`src/rtl/pixel_plotter_pkg.sv`:
```
// Shared screen geometry, FSM state encoding and framebuffer address helper.
// Pure definitions: no latency or backpressure of its own.
package pixel_plotter_pkg;

    localparam int SCREEN_W  = 160;
    localparam int SCREEN_H  = 120;
    localparam int FB_ADDR_W = 15;
    localparam int FB_SIZE   = 19200;
    localparam int X_W       = 8;
    localparam int Y_W       = 7;

    typedef enum logic [1:0] {
        IDLE  = 2'd0,
        DRAW  = 2'd1,
        CLEAR = 2'd2
    } state_t;

    typedef struct packed {
        logic [Y_W-1:0] y;
        logic [X_W-1:0] x;
    } coord_t;

    // y*160 + x built from shifts so no multiplier is inferred.
    function automatic logic [FB_ADDR_W-1:0] pix_addr(input coord_t c);
        logic [FB_ADDR_W-1:0] yw;
        logic [FB_ADDR_W-1:0] xw;
        yw = FB_ADDR_W'(c.y);
        xw = FB_ADDR_W'(c.x);
        return (yw << 7) + (yw << 5) + xw;
    endfunction

endpackage

```
`src/rtl/pixel_fifo.sv`:
```
// Generic first-word fall-through queue with synchronous flush.
// Latency: a pushed word is visible on pop_dat the cycle after the push.
// Backpressure: push is taken when not full, or when full with a simultaneous pop.
module pixel_fifo #(
    parameter int WIDTH = 8,
    parameter int DEPTH = 4
) (
    input  logic             Clk,
    input  logic             RESET,
    input  logic             flush,
    input  logic             push,
    input  logic [WIDTH-1:0] push_dat,
    input  logic             pop,
    output logic [WIDTH-1:0] pop_dat,
    output logic             full,
    output logic             empty
);

    localparam int AW = $clog2(DEPTH);

    logic [WIDTH-1:0] mem [DEPTH];
    logic [AW:0]      wr_ptr;
    logic [AW:0]      rd_ptr;
    logic             do_push;
    logic             do_pop;

    assign empty   = (wr_ptr == rd_ptr);
    assign full    = (wr_ptr[AW] != rd_ptr[AW]) && (wr_ptr[AW-1:0] == rd_ptr[AW-1:0]);
    assign do_pop  = pop && !empty;
    assign do_push = push && (!full || do_pop);
    assign pop_dat = mem[rd_ptr[AW-1:0]];

    always_ff @(posedge Clk) begin
        if (RESET || flush) begin
            wr_ptr <= '0;
            rd_ptr <= '0;
        end else begin
            if (do_push) wr_ptr <= wr_ptr + 1'b1;
            if (do_pop)  rd_ptr <= rd_ptr + 1'b1;
        end
    end

    // Storage carries no reset; validity is tracked by the pointers alone.
    always_ff @(posedge Clk) begin
        if (do_push && !flush) mem[wr_ptr[AW-1:0]] <= push_dat;
    end

endmodule

```
`src/rtl/pixel_plotter.sv`:
```
// Queues pixel writes and streams them, or a full-screen clear, to a framebuffer port (PLOT_CLIP_EN: drop off-screen pixels instead of clamping).
// Latency: pixel accepted at edge k into an idle empty queue is written at edge k+1; clear takes 19200 cycles.
// Backpressure: in_ready low when queue full, while clearing, or while clear_req is asserted.
module pixel_plotter
    import pixel_plotter_pkg::*;
#(
    parameter int COLOR_W    = 3,
    parameter int FIFO_DEPTH = 4
) (
    input  logic                 Clk,
    input  logic                 RESET,
    input  logic                 in_valid,
    output logic                 in_ready,
    input  logic [X_W-1:0]       in_x,
    input  logic [Y_W-1:0]       in_y,
    input  logic [COLOR_W-1:0]   in_color,
    input  logic                 clear_req,
    input  logic [COLOR_W-1:0]   clear_color,
    output logic                 busy,
    output logic                 fb_we,
    output logic [FB_ADDR_W-1:0] fb_addr,
    output logic [COLOR_W-1:0]   fb_data
);

    typedef struct packed {
        logic [COLOR_W-1:0] color;
        coord_t             pos;
    } pix_t;

    state_t                 state;
    state_t                 state_nxt;
    logic [FB_ADDR_W-1:0]   clr_cnt;
    logic [COLOR_W-1:0]     clr_color_q;
    logic                   clear_go;
    logic                   accept;
    logic                   q_push;
    logic                   q_pop;
    logic                   q_full;
    logic                   q_empty;
    pix_t                   q_in;
    pix_t                   q_out;

    assign clear_go = clear_req && (state != CLEAR);
    assign accept   = in_valid && in_ready;

`ifdef PLOT_CLIP_EN
    always_comb begin
        q_in       = '0;
        q_in.color = in_color;
        q_in.pos.x = in_x;
        q_in.pos.y = in_y;
        q_push     = accept && (in_x <= X_W'(SCREEN_W - 1)) && (in_y <= Y_W'(SCREEN_H - 1));
    end
`else
    always_comb begin
        q_in       = '0;
        q_in.color = in_color;
        q_in.pos.x = (in_x > X_W'(SCREEN_W - 1)) ? X_W'(SCREEN_W - 1) : in_x;
        q_in.pos.y = (in_y > Y_W'(SCREEN_H - 1)) ? Y_W'(SCREEN_H - 1) : in_y;
        q_push     = accept;
    end
`endif

    pixel_fifo #(
        .WIDTH (COLOR_W + X_W + Y_W),
        .DEPTH (FIFO_DEPTH)
    ) u_fifo (
        .Clk      (Clk),
        .RESET    (RESET),
        .flush    (clear_go),
        .push     (q_push),
        .push_dat (q_in),
        .pop      (q_pop),
        .pop_dat  (q_out),
        .full     (q_full),
        .empty    (q_empty)
    );

    always_ff @(posedge Clk) begin
        if (RESET) state <= IDLE;
        else       state <= state_nxt;
    end

    always_comb begin
        state_nxt = state;
        unique case (state)
            IDLE:    if (clear_go) state_nxt = CLEAR;
                     else if (!q_empty) state_nxt = DRAW;
            DRAW:    if (clear_go) state_nxt = CLEAR;
                     else if (q_empty) state_nxt = IDLE;
            CLEAR:   if (clr_cnt == FB_ADDR_W'(FB_SIZE - 1)) state_nxt = IDLE;
            default: state_nxt = IDLE;
        endcase
    end

    // Popping is allowed from IDLE as well so a lone pixel skips the IDLE->DRAW cycle.
    always_comb begin
        in_ready = !RESET && !q_full && (state != CLEAR) && !clear_req;
        busy     = !RESET && (!q_empty || (state == CLEAR));
        q_pop    = !RESET && !q_empty && (state != CLEAR) && !clear_req;
    end

    always_ff @(posedge Clk) begin
        if (RESET) begin
            fb_we       <= 1'b0;
            fb_addr     <= '0;
            fb_data     <= '0;
            clr_cnt     <= '0;
            clr_color_q <= '0;
        end else begin
            fb_we <= 1'b0;
            if (clear_go) begin
                clr_cnt     <= '0;
                clr_color_q <= clear_color;
            end else if (state == CLEAR) begin
                fb_we   <= 1'b1;
                fb_addr <= clr_cnt;
                fb_data <= clr_color_q;
                clr_cnt <= clr_cnt + 1'b1;
            end else if (q_pop) begin
                fb_we   <= 1'b1;
                fb_addr <= pix_addr(q_out.pos);
                fb_data <= q_out.color;
            end
        end
    end

endmodule

```
`config.mk`:
```
export PLATFORM = sky130hd
export DESIGN_NAME = pixel_plotter
export DESIGN_NICKNAME = d
export VERILOG_FILES = /design/src/rtl/pixel_plotter_pkg.sv /design/src/rtl/pixel_fifo.sv /design/src/rtl/pixel_plotter.sv
export SDC_FILE = /design/constraint.sdc
export NUM_CORES = 1
export LEC_CHECK = 0
export ABC_AREA = 1
export BUFFER_PORTS_ARGS = -buffer_cell sky130_fd_sc_hd__buf_2
export CAP_MARGIN = 25
export CORE_MARGIN = 2
export CORE_UTILIZATION = 30
export DETAILED_ROUTE_END_ITERATION = 8
export PLACE_DENSITY = 0.47
export SYNTH_ARGS = -nofsm -noshare
export SYNTH_HDL_FRONTEND = slang
export SYNTH_HIERARCHICAL = 1
export SYNTH_SLANG_ARGS = --single-unit
```
`constraint.sdc`:
```
create_clock -name Clk -period 3.4 [get_ports Clk]
set_clock_uncertainty 0.15 [all_clocks]
set_input_delay 0.68 -clock Clk [delete_from_list [all_inputs] [get_ports Clk]]
set_output_delay 0.68 -clock Clk [all_outputs]
set_load 0.01 [all_outputs]
```
==> metrics.txt, run 1 <==
Fin. Hold Viols=0; most common library cells after synthesis=88 x nor2_1, 79 x nand2_1, 72 x edfxtp_1, 47 x dfxtp_1, 43 x inv_1; layout cell share with drive strength beyond 1=19.3%; core area=17800 um2; synthesized net count=roughly 600; Worst setup EP type=flop; post-cts gate resize count=0; WL final=12.1 mm; Worst Reg-to-Reg Cells=14; Hold Crit Start=clr_cnt[14]; Synth Flop Type=edfxtp_1; Fin Hold WS=around 0.31 ns; Worst Hold Class=flop to flop; Synth area leaders=edfxtp_1 40%, dfxtp_1 17%, nor2_1 6.1%, nand2_1 5.5%, ha_1 4.4%; largest net degree at the start of global routing=26; gr ovfl total=0; Num CTS Buffers=17; Worst Path Arrival=3.15 ns; average size of a mapped cell=9.77 um2; R2R setup slack=0.40 ns; Routed Antenna Nets=0; Net count, final=651; Max-slew headroom=between 60% and 70%; Seq/Total Area, Yosys=between 50% and 60%; clock sinks=119; crit path kind=flop to flop; Clock Tree Root=clkbuf_16; top-count cell post-synth=nor2_1; top-area cell type share of the netlist area=around 40%; CTS tree=done; Max IR drop VDD=0.354 mV; WP data required=3.54 ns; pre-CTS WS=0.179 ns; Iter 0 DRT Violations=337; unrepaired setup endpoints after global routing=false; Core Rows=49; first-pass GRT wire length=19.9 mm; post-synthesis cell count=553; die span in x=138 um; Port Buffers=45; starting density of the core=30.3%; PD cells=around 540 nW/um2; routed len/inst=14.2 um; H-tree levels=4; drt first pass iters=4; clock transition at the registers of the reported paths=0.06 ns; Total GRT Usage=13.3%; diode count=0; Worst Setup Start Kind=flop; Clock Latency Late Sink=0.42 ns; synthesis-to-finish area growth=19.6%; Vert. Die Dim=138 um; Final Critical Period=3.00 ns; reg2reg end=fb_addr[14]; Synth cell types=44; Setup Fix Bufs, Post-CTS=0; Netlist Area Pre-Place=approximately 5400 um2; CP Max Fanout=15; hold depth=2; hold_buf cts=0; achievable frequency=~330 MHz; antenna violations before repair=0; DR DRC count=0; Worst Slack Setup Final=0.397 ns; flops & latches, synth=about 120; status=complete, no violations; Final Slew Violations=0; period utilization=88.3%; clock tree buffer depth=2; vias per std cell=4.59; Async SR Flop Fraction=0%; Final setup viols=0; most area-hungry cell type in the Yosys netlist=edfxtp_1; final setup TNS=0 ns; Hold Crit Endpoint=clr_cnt[14]; Worst Max-Slew Pin Slew=0.556 ns; Ys Warns=6; Layout fillers=1771; io pins=46; Final GP Congestion=slightly above 0.8; DPL Wire Length=8.56 mm; vias in the first global route=3804; number of synthesized flops with an enable pin=72; DIE AREA=19100 um2; leakage=2.50 nW; routed vias=3890; maxcap violations=0
report_power, final:
group          internal, mW  total, mW  leakage, nW  switching, mW
registers              1.55       1.56         1.03         0.0119
clock network          1.09       1.74        0.280          0.651
logic                0.0602      0.177         1.19          0.117
total                  2.70       3.48         2.50          0.780
worst max-delay path by stage:
stage,from,endpoint,slack (ns),depth (start not counted)
global placement,flop,fb_addr[14],0.32,15
global route,flop,fb_addr[12],0.05,13
floorplan,flop,fb_addr[14],0.58,17
finish,flop,fb_addr[14],0.40,14
detailed placement,flop,fb_addr[14],0.18,15
CTS,flop,fb_addr[14],0.17,15
routing by layer:
metal | GRT usage, % | up-vias | part of all wire, %
li1 | - | 2011 | -
met1 | 18.2 | 1783 | 50
met2 | 20.3 | 85 | 43
met3 | 3.64 | 11 | 4.8
met4 | 4.83 | 0 | 1.3
met5 | 0 | - | 0
layout make-up:
class                           instances  area, um2  share of cell area, %
Sequential cell                       119       3100                   48.0
Multi-Input combinational cell        361       2000                   31.0
Clock buffer                           19        433                   6.70
Timing Repair Buffer                   54        293                   4.53
Tap cell                              229        287                   4.43
Inverter                               52        198                   3.06
Clock inverter                         13        146                   2.27
layout by cell type (no fill, tap or decap), types with 3 or more instances in the layout:
master	n
nand3_1	21
nand3_2	3
edfxtp_1	72
clkinv_4	4
nor2_1	88
nor2_2	3
inv_6	4
ha_1	19
dfxtp_1	46
a31oi_1	7
buf_4	9
inv_2	8
o21ai_1	4
a21oi_1	26
inv_1	43
nand2_1	79
xor2_1	5
o22ai_1	18
o21ai_0	42
nor3_1	5
clkbuf_16	17
o221ai_1	6
buf_2	45
nor3b_2	5
nand2_2	6
sequential cells by signal, summed over array words and instances (netlist names), named ones only:
register and flops:
u_fifo/wr_ptr 3, fb_data 3, u_fifo/mem 72, u_fifo/rd_ptr 3, fb_addr 15, clr_cnt 15, clr_color_q 3, state 2
fb_we 1
per-stage QoR:
stage	utilization [%]	cell area [um2]	instances	power [mW]
3_5_place_dp	33.0	5880	815	1.77
4_1_cts	36.2	6460	847	3.52
2_1_floorplan	-	5410	553	1.71
3_3_place_gp	33.0	5880	815	1.77
6_report	36.2	6460	847	3.48
5_1_grt	36.2	6460	847	3.62
cells by family after synthesis:
kind of cell | count (synthesis) | share of synthesized area, %
xor+xnor | 8 | 1.44
simple gates | 225 | 19.4
flops | 119 | 57.4
buf+inv | 73 | 5.56
fa+ha+maj | 21 | 5.14
compound gates | 107 | 11.1
worst max-delay path: stages (launching register included):
cell and delay, ns:
dfxtp_1 0.63, o21ai_0 0.17, o22ai_1 0.24, inv_1 0.09, fa_1 0.50, inv_1 0.07
fa_1 0.44, nand2_1 0.12, nand2_1 0.10, nand3_1 0.10, nand2_1 0.06, nand2_1 0.07
nand2_1 0.05, nand2_1 0.05, a21oi_1 0.05
No activity file was read; power rests on OpenSTA's default activity.
==> inputs of run 2 (changes only) <==
--- a/config.mk
+++ b/config.mk
@@ -8,7 +8,6 @@
 export ABC_AREA = 1
 export BUFFER_PORTS_ARGS = -buffer_cell sky130_fd_sc_hd__buf_2
 export CAP_MARGIN = 25
-export CORE_MARGIN = 2
 export CORE_UTILIZATION = 30
 export DETAILED_ROUTE_END_ITERATION = 8
 export PLACE_DENSITY = 0.47
==> run 2 against run 1 <==
Compared with the run above: flip-flop and latch count stayed put; power hardly changed; highest routed layer unchanged; largest power group unchanged; critical path type unchanged; die area is 2.9% lower; sequential share of layout area is 0.075 points higher; global-route usage is 1.2 points higher.
==> metrics.txt, run 2 (synthesis results as in run 1) <==
die span in x=~140 um; cell repeated most along the worst path=nand2_1; largest net degree at the start of global routing=24; DP Cell Count=811; Worst Hold Class=flop to flop; Net count, final=651; PD cells=approximately 540 nW/um2; core area=17400 um2; synthesis-to-finish area growth=19.4%; status=complete, no violations; Iter 0 DRT Violations=341; Final Power=3.48 mW; period utilization=86.8%; unrepaired setup endpoints after global routing=false; worst path cell trace=inv_2 > nor2_1 > o22ai_1 > inv_1 > fa_1 > inv_1 > fa_1 > nand2_1 > nand2_1 > nand3_1 > nand2_1 > nand2_1 > nand2_1 > nand2_1 > a21oi_1; Num CTS Buffers=17; first-pass GRT wire length=20.0 mm; clock transition at the registers of the reported paths=0.06 ns; hold_buf cts=0; clock tree buffer depth=2; Port Buffers=45; routed vias=3870; commonest non-fill, non-tap cells in the layout=88 x nor2_1, 79 x nand2_1, 72 x edfxtp_1; Slowest-stage cell, CP=fa_1; Final Slew Violations=0; WL final=12.2 mm; flip-flop count of the largest register after layout=slightly above 70; critical path's top delay family=adder cells; final instance area=between 6000 and 7000 um2; Final setup viols=0; CP max stage delay=0.49 ns; Core Rows=48; vias per std cell=4.59; DIE AREA=18600 um2; Final GP Congestion=0.823; Worst setup EP type=flop; achievable frequency=339 MHz; Max-slew headroom=59.7%; Final Critical Period=2.95 ns; Routed Antenna Nets=0; gr ovfl total=0; clock sinks=between 100 and 150; Worst Path Arrival=slightly above 3 ns; Cell Area, Placed=a little under 6000 um2; Vert. Die Dim=136 um; WP buf/inv=3; final cell count without fillers=843; Setup Fix Bufs, Post-CTS=0; leading cell type in the layout, fill and taps excluded=nor2_1; Clock Latency Late Sink=between 0.4 and 0.5 ns; final setup TNS=0 ns; Clock Tree Root=clkbuf_16; layout cell share with drive strength beyond 1=19.3%; crit path kind=flop to flop; WP data required=3.55 ns; vias in the first global route=3764; post-cts gate resize count=0; DPL Wire Length=around 9 mm; Worst Setup Start Kind=flop; leakage=around 2.5 nW; starting density of the core=just over 30%; routed len/inst=14.5 um; antenna violations before repair=0; Max IR drop VDD=0.361 mV; maxcap violations=0; Fin. Hold Viols=0; Total GRT Usage=between 10 and 15%; DR DRC count=0; io pins=46; CTS tree=done; Worst Max-Slew Pin Slew=0.598 ns; drt first pass iters=7; H-tree levels=4; CP Max Fanout=23; diode count=0
## run 2: layout make-up
cell class | count | area (um2)
Tap cell | 225 | 282
Timing Repair Buffer | 54 | 293
Inverter | 52 | 195
Clock inverter | 14 | 148
Clock buffer | 18 | 429
Sequential cell | 119 | 3100
Fill cell | 1724 | 11000
Multi-Input combinational cell | 361 | 2000
## run 2: through the flow
step | hold WS (ns) | utilization, % | setup WS (ns)
2_1_floorplan | 0.288 | - | 0.577
3_3_place_gp | 0.301 | 33.7 | 0.394
3_5_place_dp | 0.312 | 33.7 | 0.299
4_1_cts | 0.306 | 37.0 | 0.254
5_1_grt | 0.321 | 37.0 | 0.102
6_report | 0.317 | 37.0 | 0.449
## run 2: report_power, final
| group | total [mW] | switching (mW) | internal [mW] |
|---|---|---|---|
| registers | 1.57 | 0.0123 | 1.55 |
| logic | 0.179 | 0.119 | 0.0603 |
| clock network | 1.74 | 0.655 | 1.08 |
## run 2: worst paths after layout
check / start / end / slack [ns] / cells after the start
setup / recovery: flop / fb_addr[14] / 0.45 / 15
hold / removal: clr_cnt[14] / clr_cnt[14] / 0.32 / 2
setup reg to reg: flop / fb_addr[14] / 0.45 / 15
hold reg to reg: clr_cnt[14] / clr_cnt[14] / 0.32 / 2
## run 2: metal layers
| layer | wire length, um | global-route usage, % | vias to the layer above |
|---|---|---|---|
| li1 | - | - | 2008 |
| met1 | 6090 | 19.9 | 1783 |
| met2 | 5510 | 21.5 | 71 |
| met3 | 491 | 3.95 | 8 |
| met4 | 122 | 5.62 | 0 |
| met5 | 0 | 0 | - |
## run 2: worst register-to-register path, stage by stage, from the launching register on
cell and delay, ns:
dfxtp_2 0.40, inv_2 0.28, nor2_1 0.08, o22ai_1 0.26, inv_1 0.09, fa_1 0.49, inv_1 0.07, fa_1 0.44
nand2_1 0.11, nand2_1 0.10, nand3_1 0.10, nand2_1 0.05, nand2_1 0.07, nand2_1 0.05, nand2_1 0.05, a21oi_1 0.05
==> inputs of run 3 (changes only) <==
--- a/config.mk
+++ b/config.mk
@@ -8,7 +8,9 @@
 export ABC_AREA = 1
 export BUFFER_PORTS_ARGS = -buffer_cell sky130_fd_sc_hd__buf_2
 export CAP_MARGIN = 25
+export CORE_ASPECT_RATIO = 0.75
 export CORE_UTILIZATION = 30
+export CTS_CLUSTER_SIZE = 12
 export DETAILED_ROUTE_END_ITERATION = 8
 export PLACE_DENSITY = 0.47
 export SYNTH_ARGS = -nofsm -noshare
==> run 3 against run 2 <==
Compared with the run above: utilization fell by 0.28 points; critical path type unchanged; combinational power about the same; sequential share of layout area down 0.31 points; largest power group unchanged; hold slack got worse by 0.00059 ns; critical path depth is the same; final cell count up 2.3%; first-iteration DRC count is 17% lower; wire length increased by 5.6%; register-to-register slack got worse by 0.04 ns.
==> metrics.txt, run 3 (synthesis results as in run 1) <==
status=complete, no violations; H-tree levels=4; DPL Wire Length=around 9.1 mm; Seq pwr share=44.5%; Final Critical Period=2.99 ns; unrepaired setup endpoints after global routing=false; WP data required=3.56 ns; clock sinks=119; antenna violations before repair=0; R2R setup slack=0.41 ns; Clock Power Share=50.3%; first-pass GRT wire length=20.8 mm; DR DRC count=0; routed vias=4069; Worst Path Arrival=3.15 ns; leading cell type in the layout, fill and taps excluded=nor2_1; DP Cell Count=830; Worst Max-Slew Pin Slew=0.478 ns; Final setup viols=0; Setup Fix Bufs, Post-CTS=0; Num CTS Buffers=17; gr ovfl total=0; routed len/inst=15.0 um; Total GRT Usage=15.1%; proportion of power drawn by combinational gates=roughly 5.2%; die span in x=approximately 160 um; Max-slew headroom=68.0%; Iter 0 DRT Violations=284; maxcap violations=0; WL final=12.9 mm; CP max stage delay=0.55 ns; core area=between 15000 and 20000 um2; flip-flop count of the largest register after layout=72; io pins=46; PD cells=approximately 540 nW/um2; Sw Pwr=866 uW; pre-CTS WS=0.424 ns; CTS tree=done; worst path cell trace=inv_2 > buf_4 > o21ai_0 > o22ai_1 > ha_1 > ha_1 > fa_1 > nand2_1 > nand2_1 > nand3_1 > nand2_1 > nand2_1 > nand2_1 > nand2_1 > a21oi_1; Routed Antenna Nets=0; Max IR drop VDD=around 0.28 mV; commonest non-fill, non-tap cells in the layout=88 x nor2_1, 79 x nand2_1, 72 x edfxtp_1; internal power=2.65 mW; Final Slew Violations=0; vias in the first global route=approximately 3900; period utilization=between 80% and 90%; layout cell share with drive strength beyond 1=19.8%; final cell count without fillers=roughly 860; leakage=between 2 and 3 nW; Clock Latency Late Sink=roughly 0.42 ns; clock transition at the registers of the reported paths=around 0.060 ns; post-cts gate resize count=0; Fin Hold WS=~0.32 ns; Switching Share=about a quarter; drt first pass iters=6; DIE AREA=approximately 19000 um2; Worst Setup Start Kind=flop; vias per std cell=approximately 4.7; Net count, final=roughly 650; diode count=0; synthesis-to-finish area growth=20.1%; final setup TNS=0 ns; cell repeated most along the worst path=nand2_1; Clock Tree Root=clkbuf_16; Layout fillers=around 1800; Port Buffers=45; crit path kind=flop to flop; starting density of the core=30.6%; Slowest-stage cell, CP=dfxtp_1; clock tree buffer depth=2; Vert. Die Dim=118 um; Worst Slack Setup Final=0.406 ns; largest net degree at the start of global routing=23; CP Max Fanout=19; Fin. Hold Viols=0; WP buf/inv=2; Worst setup EP type=flop; Worst Hold Class=flop to flop; hold_buf cts=0; Final GP Congestion=0.831; Final Power=3.51 mW; achievable frequency=approximately 330 MHz; critical path's top delay family=adder cells; Core Rows=42
run 3: final cells by class:
class	instances	area [um2]	share of cell area, %
Sequential cell	119	3100	47.8
Timing Repair Buffer	56	308	4.74
Clock buffer	17	425	6.55
Multi-Input combinational cell	361	2000	30.8
Tap cell	242	303	4.66
Clock inverter	15	155	2.39
Inverter	52	195	3.01
run 3: tightest hold or removal path, delay by kind of cell, from the launching register on:
kind | cells | cell delay (ns)
flops | 1 | 0.31
simple gates | 1 | 0.06
compound gates | 1 | 0.05
run 3: final timing paths:
kind	from	depth (start not counted)	to
setup / recovery	flop	15	fb_addr[14]
hold / removal	clr_cnt[14]	2	clr_cnt[14]
setup reg to reg	flop	15	fb_addr[14]
hold reg to reg	clr_cnt[14]	2	clr_cnt[14]
run 3: power by group through the flow:
stage	Sequential, mW	Clock [mW]	Combinational [mW]
after floorplan	1.60	0	0.115
after global placement	1.59	0	0.181
after detailed placement	1.60	0	0.185
after CTS	1.56	1.80	0.185
after global routing	1.57	1.87	0.208
final	1.56	1.77	0.182
run 3: through the flow:
stage          area, um2  utilization [%]
6_report            6490             36.8
5_1_grt             6490             36.8
2_1_floorplan       5410                -
4_1_cts             6490             36.8
3_3_place_gp        5910             33.5
3_5_place_dp        5910             33.5
run 3: layer usage:
layer  routed length, um  track usage [%]  up-vias
met5                   0                0        -
met4                 240             5.82        0
met3                 574             4.18       25
met2                5780             22.8      101
met1                6310             20.5     1934
li1                    -                -     2009
